`src/rtl/pulse_sequencer_ctrl_if.sv`:
```
`default_nettype none
// ============================================================================
// Module      : pulse_sequencer_ctrl_if
// Description : Control, configuration and status bundle for the pulse
//               sequencer. The master drives trigger/arm/abort/burst and
//               config writes and observes the pulse outputs and status.
//               The slave (the sequencer) is the mirror image.
//   trig_in   : external trigger, asynchronous, active high
//   arm/abort : single-cycle requests
//   burst_len : shots per arm, 0 = continuous
//   cfg_*     : shadow register write port
//   ch_out    : channel pulses; busy/done/shot_cnt/overrun : status
// Revision    : 1.0 - initial release
// ============================================================================
interface pulse_sequencer_ctrl_if #(
    parameter int CNT_W  = 16,
    parameter int NUM_CH = 4
);
    logic              trig_in;
    logic              arm;
    logic              abort;
    logic [15:0]       burst_len;
    logic              cfg_we;
    logic [3:0]        cfg_addr;
    logic [CNT_W-1:0]  cfg_data;
    logic [NUM_CH-1:0] ch_out;
    logic              busy;
    logic              done;
    logic [15:0]       shot_cnt;
    logic              overrun;

    modport master (
        output trig_in, arm, abort, burst_len, cfg_we, cfg_addr, cfg_data,
        input  ch_out, busy, done, shot_cnt, overrun
    );

    modport slave (
        input  trig_in, arm, abort, burst_len, cfg_we, cfg_addr, cfg_data,
        output ch_out, busy, done, shot_cnt, overrun
    );
endinterface
`default_nettype wire

```
`src/rtl/pulse_sequencer_ctrl.sv`:
```
`default_nettype none
// ============================================================================
// Module      : pulse_sequencer_ctrl
// Description : Armed, trigger-started frame sequencer. Each accepted trigger
//               runs one frame of frame_len cycles in which every channel is
//               high for its programmed start/width window. Timing lives in
//               shadow registers that are copied to active ones at trigger
//               acceptance, so a running frame is never disturbed by writes.
//   clk, rst_n : clock, asynchronous active-low reset
//   bus        : pulse_sequencer_ctrl_if.slave (control, config, status)
// Revision    : 1.0 - initial release
// ============================================================================
module pulse_sequencer_ctrl #(
    parameter int CNT_W     = 16,
    parameter int NUM_CH    = 4,
    parameter int DEF_FRAME = 64
) (
    input  logic                 clk,
    input  logic                 rst_n,
    pulse_sequencer_ctrl_if.slave bus
);

    typedef enum logic [1:0] {
        S_IDLE  = 2'd0,
        S_ARMED = 2'd1,
        S_RUN   = 2'd2
    } state_t;

    state_t             r_state;
    logic [CNT_W-1:0]   r_cnt;
    logic [15:0]        r_burst;
    logic [15:0]        r_shot;
    logic               r_busy;
    logic               r_done;
    logic               r_overrun;
    logic [NUM_CH-1:0]  r_ch_out;
    logic [CNT_W-1:0]   r_frame_sh;
    logic [CNT_W-1:0]   r_frame_act;
    logic               r_sync1, r_sync2, r_sync3, r_evt;

    logic [NUM_CH-1:0]  w_win;
    logic [CNT_W-1:0]   w_frame_last;
    logic               w_accept;
    logic               w_frame_end;
    logic               w_last_shot;

    // Trigger: two-flop synchronizer, then a registered rising-edge detect.
    always_ff @(posedge clk or negedge rst_n) begin
        if (!rst_n) begin
            r_sync1 <= 1'b0;
            r_sync2 <= 1'b0;
            r_sync3 <= 1'b0;
            r_evt   <= 1'b0;
        end else begin
            r_sync1 <= bus.trig_in;
            r_sync2 <= r_sync1;
            r_sync3 <= r_sync2;
            r_evt   <= r_sync2 & ~r_sync3;
        end
    end

    assign w_accept     = (r_state == S_ARMED) && r_evt && !bus.abort;
    // A programmed frame length of zero still runs a single cycle.
    assign w_frame_last = (r_frame_act == '0) ? '0 : r_frame_act - CNT_W'(1);
    assign w_frame_end  = (r_state == S_RUN) && (r_cnt == w_frame_last);
    assign w_last_shot  = (r_burst != 16'd0) && (r_shot == r_burst);

    always_ff @(posedge clk or negedge rst_n) begin
        if (!rst_n) begin
            r_frame_sh  <= CNT_W'(DEF_FRAME);
            r_frame_act <= CNT_W'(DEF_FRAME);
        end else begin
            if (bus.cfg_we && bus.cfg_addr == 4'd15)
                r_frame_sh <= bus.cfg_data;
            if (w_accept)
                r_frame_act <= r_frame_sh;
        end
    end

    for (genvar i = 0; i < NUM_CH; i++) begin : g_ch
        localparam logic [3:0] c_addr_start = 4'(2 * i);
        localparam logic [3:0] c_addr_width = 4'(2 * i + 1);
        logic [CNT_W-1:0] r_start_sh, r_width_sh, r_start_act, r_width_act;
        logic [CNT_W:0]   w_end;

        // Address 15 always belongs to the frame length, even with 8 channels.
        always_ff @(posedge clk or negedge rst_n) begin
            if (!rst_n) begin
                r_start_sh  <= '0;
                r_width_sh  <= '0;
                r_start_act <= '0;
                r_width_act <= '0;
            end else begin
                if (bus.cfg_we && bus.cfg_addr == c_addr_start)
                    r_start_sh <= bus.cfg_data;
                if (bus.cfg_we && bus.cfg_addr == c_addr_width && bus.cfg_addr != 4'd15)
                    r_width_sh <= bus.cfg_data;
                // Same-cycle writes land in shadow only: the copy sees old values.
                if (w_accept) begin
                    r_start_act <= r_start_sh;
                    r_width_act <= r_width_sh;
                end
            end
        end

        // One extra bit so start+width never wraps back into the frame.
        assign w_end    = {1'b0, r_start_act} + {1'b0, r_width_act};
        assign w_win[i] = (r_cnt >= r_start_act) && ({1'b0, r_cnt} < w_end);
    end

    always_ff @(posedge clk or negedge rst_n) begin
        if (!rst_n) begin
            r_state   <= S_IDLE;
            r_cnt     <= '0;
            r_burst   <= 16'd0;
            r_shot    <= 16'd0;
            r_busy    <= 1'b0;
            r_done    <= 1'b0;
            r_overrun <= 1'b0;
            r_ch_out  <= '0;
        end else begin
            r_done   <= 1'b0;
            r_ch_out <= '0;
            if (bus.abort) begin
                r_state <= S_IDLE;
                r_busy  <= 1'b0;
            end else begin
                case (r_state)
                    S_IDLE: begin
                        if (bus.arm) begin
                            r_state   <= S_ARMED;
                            r_busy    <= 1'b1;
                            r_burst   <= bus.burst_len;
                            r_shot    <= 16'd0;
                            r_overrun <= 1'b0;
                        end
                    end
                    S_ARMED: begin
                        if (r_evt) begin
                            r_state <= S_RUN;
                            r_cnt   <= '0;
                            r_shot  <= (r_shot == 16'hFFFF) ? r_shot : r_shot + 16'd1;
                        end
                    end
                    S_RUN: begin
                        r_ch_out <= w_win;
                        r_cnt    <= r_cnt + CNT_W'(1);
                        if (r_evt)
                            r_overrun <= 1'b1;
                        // Always pass through ARMED so back-to-back frames stay separate.
                        if (w_frame_end) begin
                            if (w_last_shot) begin
                                r_state <= S_IDLE;
                                r_busy  <= 1'b0;
                                r_done  <= 1'b1;
                            end else begin
                                r_state <= S_ARMED;
                            end
                        end
                    end
                    default: begin
                        r_state <= S_IDLE;
                        r_busy  <= 1'b0;
                    end
                endcase
            end
        end
    end

    assign bus.ch_out   = r_ch_out;
    assign bus.busy     = r_busy;
    assign bus.done     = r_done;
    assign bus.shot_cnt = r_shot;
    assign bus.overrun  = r_overrun;

endmodule
`default_nettype wire

```
`src/flat_wrapper.sv`:
```
// flat-port wrapper written by rule: the top's interface ports become plain ports
module pulse_sequencer_ctrl_flat 
#(
    parameter int CNT_W     = 16,
    parameter int NUM_CH    = 4,
    parameter int DEF_FRAME = 64
)
  (clk, rst_n, bus_trig_in, bus_arm, bus_abort, bus_burst_len, bus_cfg_we, bus_cfg_addr, bus_cfg_data, bus_ch_out, bus_busy, bus_done, bus_shot_cnt, bus_overrun);
  pulse_sequencer_ctrl_if #(.CNT_W(CNT_W), .NUM_CH(NUM_CH)) bus_i ();
  input  logic clk;
  input  logic rst_n;
  input wire logic [$bits(bus_i.trig_in)-1:0] bus_trig_in;
  input wire logic [$bits(bus_i.arm)-1:0] bus_arm;
  input wire logic [$bits(bus_i.abort)-1:0] bus_abort;
  input wire logic [$bits(bus_i.burst_len)-1:0] bus_burst_len;
  input wire logic [$bits(bus_i.cfg_we)-1:0] bus_cfg_we;
  input wire logic [$bits(bus_i.cfg_addr)-1:0] bus_cfg_addr;
  input wire logic [$bits(bus_i.cfg_data)-1:0] bus_cfg_data;
  output wire logic [$bits(bus_i.ch_out)-1:0] bus_ch_out;
  output wire logic [$bits(bus_i.busy)-1:0] bus_busy;
  output wire logic [$bits(bus_i.done)-1:0] bus_done;
  output wire logic [$bits(bus_i.shot_cnt)-1:0] bus_shot_cnt;
  output wire logic [$bits(bus_i.overrun)-1:0] bus_overrun;
  assign bus_i.trig_in = bus_trig_in;
  assign bus_i.arm = bus_arm;
  assign bus_i.abort = bus_abort;
  assign bus_i.burst_len = bus_burst_len;
  assign bus_i.cfg_we = bus_cfg_we;
  assign bus_i.cfg_addr = bus_cfg_addr;
  assign bus_i.cfg_data = bus_cfg_data;
  assign bus_ch_out = bus_i.ch_out;
  assign bus_busy = bus_i.busy;
  assign bus_done = bus_i.done;
  assign bus_shot_cnt = bus_i.shot_cnt;
  assign bus_overrun = bus_i.overrun;
  pulse_sequencer_ctrl #(.CNT_W(CNT_W), .NUM_CH(NUM_CH), .DEF_FRAME(DEF_FRAME)) u_core (.clk(clk), .rst_n(rst_n), .bus(bus_i));
endmodule
```
`config.mk`:
```
export PLATFORM = sky130hd
export DESIGN_NAME = pulse_sequencer_ctrl_flat
export DESIGN_NICKNAME = d
export VERILOG_FILES = /design/src/rtl/pulse_sequencer_ctrl_if.sv /design/src/rtl/pulse_sequencer_ctrl.sv /design/src/flat_wrapper.sv
export SDC_FILE = /design/constraint.sdc
export NUM_CORES = 1
export LEC_CHECK = 0
export CAP_MARGIN = 20
export CORE_MARGIN = 2
export CORE_UTILIZATION = 65
export CTS_CLUSTER_DIAMETER = 120
export DETAILED_ROUTE_END_ITERATION = 6
export PLACE_DENSITY = 0.84
export SYNTH_ARGS = -nofsm -noshare
export SYNTH_HDL_FRONTEND = slang
export SYNTH_SLANG_ARGS = --single-unit
```
`constraint.sdc`:
```
create_clock -name clk -period 10 [get_ports clk]
set_clock_uncertainty 0.2 [all_clocks]
set_input_delay 1.5 -clock clk [delete_from_list [all_inputs] [get_ports clk]]
set_output_delay 1.5 -clock clk [all_outputs]
set_load 0.005 [all_outputs]
```
==> metrics, run 1 <==
Final Cycle Share 0.446; Vias 14,700; clock transition at the registers of the reported paths 60 ps; area share of fa/ha/maj cells after synthesis 0.128; GRT Resource Usage Total 0.309; Critical path buffers and inverters 0; Antenna Nets Post-Route 0; Final Wtd Congestion 0.919; XOR/XNOR Fraction of Synth Area 0.0463; WL final 47,400 um; Post-synth EDFFs 0; Synth Flop Type dfrtp_1; Mapped Area 19,400 um2; first-pass GRT wire length 76,400 um; slowest stage delay, CP 510 ps; Final Hold Vio Count 0; clock power share 0.285; Area Growth Syn to Fin 12.1%; cell mode on critical path a2111oi_0; Synth Warn # 0; grt ovf 0; switching portion of total power 0.337; Leakage Power 10.5 nW; number of global-route vias before repair 14,900; status finished, final reports clean; crit-path cells ha_1, a21o_1, a21oi_1, nor2b_1, o31ai_1, a2111oi_0, o21a_1, or2_2, ha_1, or4_1, nor2_1, a211oi_1, a2111oi_0, a2111oi_0, nor3_1; Nets 2,201; Fmax 224 MHz; P_sw 1.73 mW; vias per inst 6.18; final worst setup slack 5540 ps; WHS Path Cells 0; CTS tree yes; pre-CTS setup slack 5260 ps; # setup viols final 0; H-tree Lvls 2; post-synth cell types 73; mux contribution to synthesized area 0.0934; critical path's slowest cell or4_1; Critical Path End Type flip-flop; Initial DRC Count 1,205; worst hold path type reg2reg; Final Instance Area 21,800 um2; RSZ-0062 raised after global routing false; CP top delay family compound AO/OA/AOI/OAI gates; largest family of logic cells by synthesized area simple AND/OR/NAND/NOR gates; antenna violations before repair 0; number of gates resized after CTS 0; Initial Util 0.658; Syn Area/Cell 10.2 um2; Hold Buf Count CTS 0; setup bufs post-CTS 0; worst rel slew slack 0.283; crit path max fanout 3; Worst-Margin Slew 1070 ps; FILL cells 1,959; Pre-antenna DRT Iters 5; part of the power in registers 0.387; largest net degree at the start of global routing 117; row count 63; Cell Int Power 3.41 mW; Synth Area in Compound Gates 0.106; Max Slew Vio Count 0; Post-Synthesis Cells 1,904; layout cells sized above 1 0.136; maximum VDD drop 164 uV; Worst Path Required 10,250 ps; most common cell after layout, fill and taps aside nand2_1; FF+latch count, synth 349; Setup CP Type reg2reg; WP depth 15; ANT cells 0; DRC 0; fin crit period 4460 ps; Die Height 177 um; Core ar. 29,500 um2; die area 31,300 um2; Top Ports 65; Port Buffers 64; sequential area share after synthesis 0.450; Max Buffers Root-to-Sink 3; most frequent cells in the layout nand2_1, dfrtp_1, ha_1; CTS buffer count 37; syn_nets 2,142; die width 177 um; DP Area 20,400 um2; Power Density 236 nW/um2; CTS sink count 349; sum of negative setup slack 0 ps; DPL Wire Length 31,300 um; Worst R2R Path Depth 15; Max Cap Viol 0; Gate power share 0.327; Clk Latency, worst-skew pair 530 ps; CTS root buf clkbuf_16; crit path launch type flip-flop; Worst Path Arrival 4710 ps; Synth Area in Simple Gates 0.148; DR WL/cell 19.9 um; Async SR Flop Fraction 1.00
[state kept, by name, summed over array words and instances (netlist names), 2 cells and up]
signal                   count
u_core.bus.ch_out            4
u_core.bus.shot_cnt         16
u_core.g_ch.r_start_act     64
u_core.g_ch.r_start_sh      64
u_core.g_ch.r_width_act     64
u_core.g_ch.r_width_sh      64
u_core.r_burst              16
u_core.r_cnt                16
u_core.r_frame_act          16
u_core.r_frame_sh           16
u_core.r_state               2
[logic make-up (layout without fill, tap and decap cells)]
family	count (synthesis)	in the layout
AO/OA/AOI/OAI	329	329
XOR/XNOR	101	101
adder cells (fa/ha/maj)	196	196
buffers and inverters	142	228
flip-flops	349	349
multiplexers	161	161
AND/OR/NAND/NOR	626	626
[power by group through the flow]
stage | clock, mW | sequential (mW) | combinational [mW]
floorplan | 0 | 1.93 | 1.27
CTS | 1.48 | 1.99 | 1.67
finish | 1.47 | 1.99 | 1.68
global placement | 0 | 1.99 | 1.53
global route | 1.54 | 2.03 | 1.89
detailed placement | 0 | 2.00 | 1.63
[cell usage after synthesis (7+ instances only)]
cell | instances | area [um2]
a2111oi_0 | 10 | 87.6
a21o_1 | 33 | 248
a21oi_1 | 74 | 370
a31oi_1 | 7 | 43.8
and3_1 | 16 | 100
clkbuf_1 | 54 | 203
dfrtp_1 | 347 | 8680
ha_1 | 192 | 2400
inv_1 | 82 | 308
mux2_2 | 160 | 1800
nand2_1 | 353 | 1330
nand2b_1 | 17 | 106
nand3_1 | 25 | 125
nand4_1 | 21 | 131
nor2_1 | 83 | 312
nor2b_1 | 14 | 87.6
nor3_1 | 29 | 145
nor4_1 | 9 | 56.3
o21a_1 | 21 | 158
o21ai_0 | 118 | 591
o31ai_1 | 9 | 67.6
or2_2 | 9 | 56.3
or3_1 | 17 | 106
xnor2_1 | 48 | 420
xor2_1 | 52 | 455
[per-layer routing]
layer,part of all wire,GRT usage
met4,0.042,0.132
met1,0.42,0.404
met3,0.059,0.0470
met5,0,0
met2,0.48,0.515
[worst reg2reg max path: stages, from the launching register on]
cell       delay [ps]
dfrtp_1           430
ha_1              320
a21o_1            160
a21oi_1           280
nor2b_1           120
o31ai_1           410
a2111oi_0         240
o21a_1            230
or2_2             290
ha_1              190
or4_1             510
nor2_1            110
a211oi_1           70
a2111oi_0         460
a2111oi_0         160
nor3_1            200
[path summary, 6_finish.rpt]
| kind | from | endpoint | slack [ps] |
|---|---|---|---|
| worst max register to register | u_core.g_ch[0].r_width_act[1] | u_core.bus.ch_out[0] | 5540 |
| worst min-delay path | u_core.r_sync1 | u_core.r_sync2 | 170 |
| min in group asynchronous | rst_n | u_core.g_ch[2].r_start_act[14] | 690 |
| max in group asynchronous | rst_n | u_core.r_frame_sh[4] | 6670 |
| worst min register to register | u_core.r_sync1 | u_core.r_sync2 | 170 |
| worst max-delay path | u_core.g_ch[0].r_width_act[1] | u_core.bus.ch_out[0] | 5540 |
[metrics by stage]
stage / hold slack [ps] / util / std cells / power (mW)
final: 166 / 0.738 / 2380 / 5.14
after global routing: 174 / 0.738 / 2380 / 5.46
after CTS: 168 / 0.737 / 2378 / 5.14
after detailed placement: 145 / 0.693 / 2312 / 3.63
after global placement: 142 / 0.693 / 2312 / 3.51
after floorplan: 131 / - / 1904 / 3.20
[area by class of cell]
type                    count  area [um2]  area share
multi-input cells        1413       10100       0.466
clock buffers              48        1080      0.0496
repair buffers             80         790      0.0363
inverters                  82         308      0.0141
clock inverters            18         221      0.0102
well taps                 390         488      0.0224
flip-flops and latches    349        8740       0.401
(Power assumes the default switching activity.)
==> inputs of run 2 (changes only) <==
--- a/config.mk
+++ b/config.mk
@@ -7,10 +7,10 @@
 export LEC_CHECK = 0
 export CAP_MARGIN = 20
 export CORE_MARGIN = 2
-export CORE_UTILIZATION = 65
+export CORE_UTILIZATION = 62
 export CTS_CLUSTER_DIAMETER = 120
 export DETAILED_ROUTE_END_ITERATION = 6
-export PLACE_DENSITY = 0.84
+export PLACE_DENSITY = 0.81
 export SYNTH_ARGS = -nofsm -noshare
 export SYNTH_HDL_FRONTEND = slang
 export SYNTH_SLANG_ARGS = --single-unit
==> constraint.sdc (replaced) <==
create_clock -name clk -period 4.4 [get_ports clk]
set_clock_uncertainty 0.2 [all_clocks]
set_input_delay 0.66 -clock clk [delete_from_list [all_inputs] [get_ports clk]]
set_output_delay 0.66 -clock clk [all_outputs]
set_load 0.005 [all_outputs]
==> run 2 against run 1 <==
Against the previous run: critical path depth rose by 1; non-clock buffer count rose by 3; power rose by 130%; sequential share of layout area fell by 0.25 points; critical endpoint unchanged; highest routed layer unchanged.
==> metrics, run 2 (same netlist as run 1, synthesis figures left out) <==
Placed Cells 2,322; status finished, final reports clean; DRC 0; Final Cycle Share 0.959; most common cell after layout, fill and taps aside nand2_1; Worst Path Required 4610 ps; Vias 14,500; layout cells sized above 1 0.137; Setup CP Type reg2reg; CTS root buf clkbuf_16; Max Cap Viol 0; Worst Path Arrival 4430 ps; Gate power share 0.319; crit path max fanout 3; die area 32,700 um2; antenna violations before repair 2; DPL Wire Length 31,300 um; clock power share 0.297; Cell Int Power 7.90 mW; H-tree Lvls 2; grt ovf 0; vias per inst 6.04; # setup viols final 0; CTS buffer count 39; number of global-route vias before repair 14,800; crit path launch type flip-flop; Top Ports 65; crit-path cells ha_1, a21o_1, a21oi_1, nor2b_1, o31ai_1, a2111oi_1, o21a_1, o21a_1, o41ai_1, xor2_1, ha_1, nand4_1, a211oi_1, a2111oi_1, a2111oi_0, nor3_1; WL final 47,700 um; maximum VDD drop 393 uV; switching portion of total power 0.329; setup bufs post-CTS 0; Pre-antenna DRT Iters 5; DR WL/cell 19.9 um; Clk Latency, worst-skew pair 540 ps; part of the power in registers 0.384; Initial DRC Count 1,038; Final Instance Count excl. Fillers 2,395; die width 181 um; largest net degree at the start of global routing 221; CTS tree yes; slowest stage delay, CP 410 ps; critical path's slowest cell dfrtp_1; Nets 2,206; GRT Resource Usage Total 0.299; Max Buffers Root-to-Sink 3; worst rel slew slack 0.300; Worst-Margin Slew 1050 ps; Max Slew Vio Count 0; Leakage Power 10.6 nW; FILL cells 2,190; Final Instance Area 21,900 um2; Final Wtd Congestion 0.932; Final Hold Vio Count 0; fin crit period 4220 ps; pre-CTS setup slack 227 ps; Die Height 181 um; CTS sink count 349; Util after Layout 0.714; Critical path buffers and inverters 0; final worst setup slack 181 ps; CP top delay family compound AO/OA/AOI/OAI gates; clock transition at the registers of the reported paths 60 ps; row count 64; Core ar. 30,700 um2; DP Area 20,500 um2; Area Growth Syn to Fin 12.9%; Critical Path End Type flip-flop; P_sw 3.88 mW; most frequent cells in the layout nand2_1, dfrtp_1, ha_1; Initial Util 0.633; Fmax 237 MHz; Power Density 538 nW/um2; worst hold path type reg2reg; Antenna Nets Post-Route 0; Port Buffers 64; first-pass GRT wire length 77,700 um; sum of negative setup slack 0 ps
[run 2: cell types whose count changed in the layout (fill, tap and decap cells not counted), sizes merged]
cell / before / now
buf: 17 / 19
bufinv: 5 / 7
clkbuf: 48 / 51
clkinv: 11 / 9
diode: 0 / 1
dlygate4sd3: 0 / 1
inv: 83 / 85
[run 2: final timing paths]
check	end	start	slack [ps]	cells after the start
max reg2reg	u_core.bus.ch_out[0]	u_core.g_ch[0].r_width_act[1]	180	16
min in group asynchronous	u_core.g_ch[2].r_width_act[10]	rst_n	540	2
max	u_core.bus.ch_out[0]	u_core.g_ch[0].r_width_act[1]	180	16
min	u_core.r_sync2	u_core.r_sync1	150	0
min reg2reg	u_core.r_sync2	u_core.r_sync1	150	0
max in group asynchronous	u_core.g_ch[3].r_start_act[4]	rst_n	2360	3
[run 2: power groups by stage]
stage / sequential [mW] / clock, mW / combinational [mW]
final: 4.52 / 3.50 / 3.75
after global placement: 4.51 / 0 / 3.50
after CTS: 4.51 / 3.55 / 3.74
after global routing: 4.61 / 3.68 / 4.26
after floorplan: 4.38 / 0 / 2.89
after detailed placement: 4.55 / 0 / 3.69
[run 2: area by class of cell]
type | count | area [um2] | share of cell area
clock buffers | 51 | 1090 | 0.0498
diodes | 1 | 2.50 | 0.000114
clock inverters | 20 | 297 | 0.0135
repair buffers | 83 | 828 | 0.0378
flip-flops and latches | 349 | 8740 | 0.399
inverters | 82 | 308 | 0.0141
multi-input cells | 1413 | 10100 | 0.463
well taps | 396 | 495 | 0.0226
[run 2: worst register-to-register path, delay by kind of cell (launching register included)]
kind / cells / cell delay, ps
AND/OR/NAND/NOR: 3 / 300
flip-flops: 1 / 410
AO/OA/AOI/OAI: 10 / 2410
adder cells (fa/ha/maj): 2 / 650
XOR/XNOR: 1 / 110
[run 2: per-layer routing]
metal,vias to the layer above,wire [um],GRT usage,share of wire
met4,0,2160,0.134,0.045
met1,7112,20100,0.396,0.42
met5,-,0,0,0
met3,131,2810,0.0460,0.059
met2,433,22700,0.488,0.48
li1,6788,-,-,-
[run 2: through the flow]
step                power, mW  hold WS, ps
global placement         8.02          143
detailed placement       8.24          142
global route             12.5          167
finish                   11.8          154
floorplan                7.27          131
CTS                      11.8          156
[run 2: timing repair]
action                                 in CTS  in global routing
endpoints found under the hold margin      60                  0
setup endpoints to repair                   0                  1
gates resized for setup                     0                  2
hold buffers                                1                  0
==> inputs of run 3 (changes only) <==
--- a/config.mk
+++ b/config.mk
@@ -10,7 +10,7 @@
 export CORE_UTILIZATION = 62
 export CTS_CLUSTER_DIAMETER = 120
 export DETAILED_ROUTE_END_ITERATION = 6
-export PLACE_DENSITY = 0.81
+export PLACE_DENSITY_LB_ADDON = 0.2
 export SYNTH_ARGS = -nofsm -noshare
 export SYNTH_HDL_FRONTEND = slang
 export SYNTH_SLANG_ARGS = --single-unit
==> run 3 against run 2 <==
Against the previous run: register-to-register slack better by 120 ps; clock-buffer cell count down 3; critical path depth down 2; utilization down 0.20 points; the run now ends with hold timing left; sequential cell count unchanged; routed wire length up 0.73%; fmax up 2.9%; cell area down 0.28%; clock power down 6.6%.
==> metrics, run 3 (same netlist as run 1, synthesis figures left out) <==
status complete, but fails checks; violated checks hold timing; die area 32,700 um2; clock transition at the registers of the reported paths 60 ps; antenna violations before repair 2; Power Density 528 nW/um2; clock power share 0.283; largest net degree at the start of global routing 187; DR WL/cell 20.1 um; Cell Int Power 7.72 mW; CTS buffer count 37; DRC 0; crit path max fanout 3; grt ovf 0; vias per inst 6.05; Nets 2,209; Core ar. 30,700 um2; Top Ports 65; Setup CP Type reg2reg; Antenna Nets Post-Route 0; Max Used Layer met4; Worst Path Required 4600 ps; Max Slew Vio Count 0; Worst-Margin Slew 1060 ps; CTS root buf clkbuf_16; part of the power in registers 0.391; P_sw 3.81 mW; Fmax 244 MHz; Met1 Wirelength 21,200 um; first-pass GRT wire length 76,800 um; Clk Latency, worst-skew pair 520 ps; layout cells sized above 1 0.138; Pre-antenna DRT Iters 5; Reg2Reg Launch Point u_core.g_ch[1].r_start_act[0]; Port Buffers 64; CP startpoint u_core.g_ch[1].r_start_act[0]; H-tree Lvls 2; GRT Resource Usage Total 0.296; most common cell after layout, fill and taps aside nand2_1; RSZ-0062 raised after global routing false; Final Cycle Share 0.932; maximum VDD drop 371 uV; row count 64; most frequent cells in the layout nand2_1, dfrtp_1, ha_1; FILL cells 2,212; Final Hold Vio Count 26; Worst Path Arrival 4300 ps; switching portion of total power 0.330; worst rel slew slack 0.294; die width 181 um; Critical Path End Type flip-flop; Max Buffers Root-to-Sink 3; setup bufs post-CTS 0; DPL Wire Length 31,600 um; worst hold path type in2async; Die Height 181 um; Final Wtd Congestion 0.895; CTS sink count 349; crit path launch type flip-flop; met3 WL 2480 um; Initial DRC Count 1,047; sum of negative setup slack 0 ps; register area 8740 um2; WL final 48,000 um; Area Growth Syn to Fin 12.5%; Max Cap Viol 0; fin crit period 4100 ps; Vias 14,500; # setup viols final 0; number of global-route vias before repair 14,600; area of the multi-input gates 10,100 um2; Initial Util 0.633; Gate power share 0.325; Final Hold Slack -53.7 ps; CTS tree yes; routed wl met2 23,100 um; Leakage Power 10.5 nW
-- run 3: cell types whose count changed in the layout (fill, tap and decap cells not counted), sizes merged --
cell         before  now
bufinv            7    5
dlygate4sd3       1    0
inv              85   84
clkinvlp          1    0
buf              19   25
clkbuf           51   48
-- run 3: worst max-delay path, stage by stage (launching register included) --
cell	delay [ps]
dfrtp_1	400
ha_1	230
fa_1	420
a21o_1	180
a21oi_1	220
nor2b_1	100
o21bai_1	210
a21oi_1	120
o41ai_1	450
xor2_1	140
ha_1	220
a2111oi_0	430
a21oi_1	130
a211o_1	290
a311oi_1	250
-- run 3: per-stage QoR --
stage / utilization / setup WS (ps) / instances / power, mW / cell area, um2
floorplan: - / 630 / 1904 / 7.27 / 19400
global placement: 0.670 / 412 / 2328 / 8.05 / 20600
detailed placement: 0.670 / 259 / 2328 / 8.25 / 20600
CTS: 0.712 / 240 / 2392 / 11.6 / 21800
global route: 0.712 / 19.6 / 2392 / 12.3 / 21800
finish: 0.712 / 299 / 2393 / 11.5 / 21800
-- run 3: path summary, 6_finish.rpt --
path,endpoint,slack [ps],depth (start not counted)
worst min register to register,u_core.r_sync2,160,0
worst min-delay path,u_core.r_burst[14],-50,1
max in group asynchronous,u_core.r_frame_sh[6],3060,2
worst max-delay path,u_core.bus.ch_out[1],300,14
min in group clk,u_core.r_sync2,160,0
worst max register to register,u_core.bus.ch_out[1],300,14
-- run 3: routing by layer --
layer,GRT usage,vias to the layer above
li1,-,6816
met1,0.406,7224
met2,0.496,362
met3,0.0383,87
met4,0.0865,0
met5,0,-
-- run 3: area by class of cell --
cell class / instances / share of cell area
multi-input combinational: 1413 / 0.465
sequential: 349 / 0.400
clock buffer: 48 / 0.0485
timing repair buffer: 88 / 0.0401
tap: 396 / 0.0227
inverter: 82 / 0.0141
clock inverter: 16 / 0.00974
antenna: 1 / 0.000115
-- run 3: power by group through the flow --
stage | sequential [mW] | combinational (mW) | clock, mW
3_5_place_dp | 4.55 | 3.70 | 0
5_1_grt | 4.60 | 4.26 | 3.45
6_report | 4.51 | 3.75 | 3.27
4_1_cts | 4.50 | 3.74 | 3.31
2_1_floorplan | 4.38 | 2.89 | 0
3_3_place_gp | 4.51 | 3.54 | 0
-- run 3: repair_timing --
item                       CTS  global route
hold buffers                 0             0
gates resized for setup      0             2
setup endpoints to repair    0             1
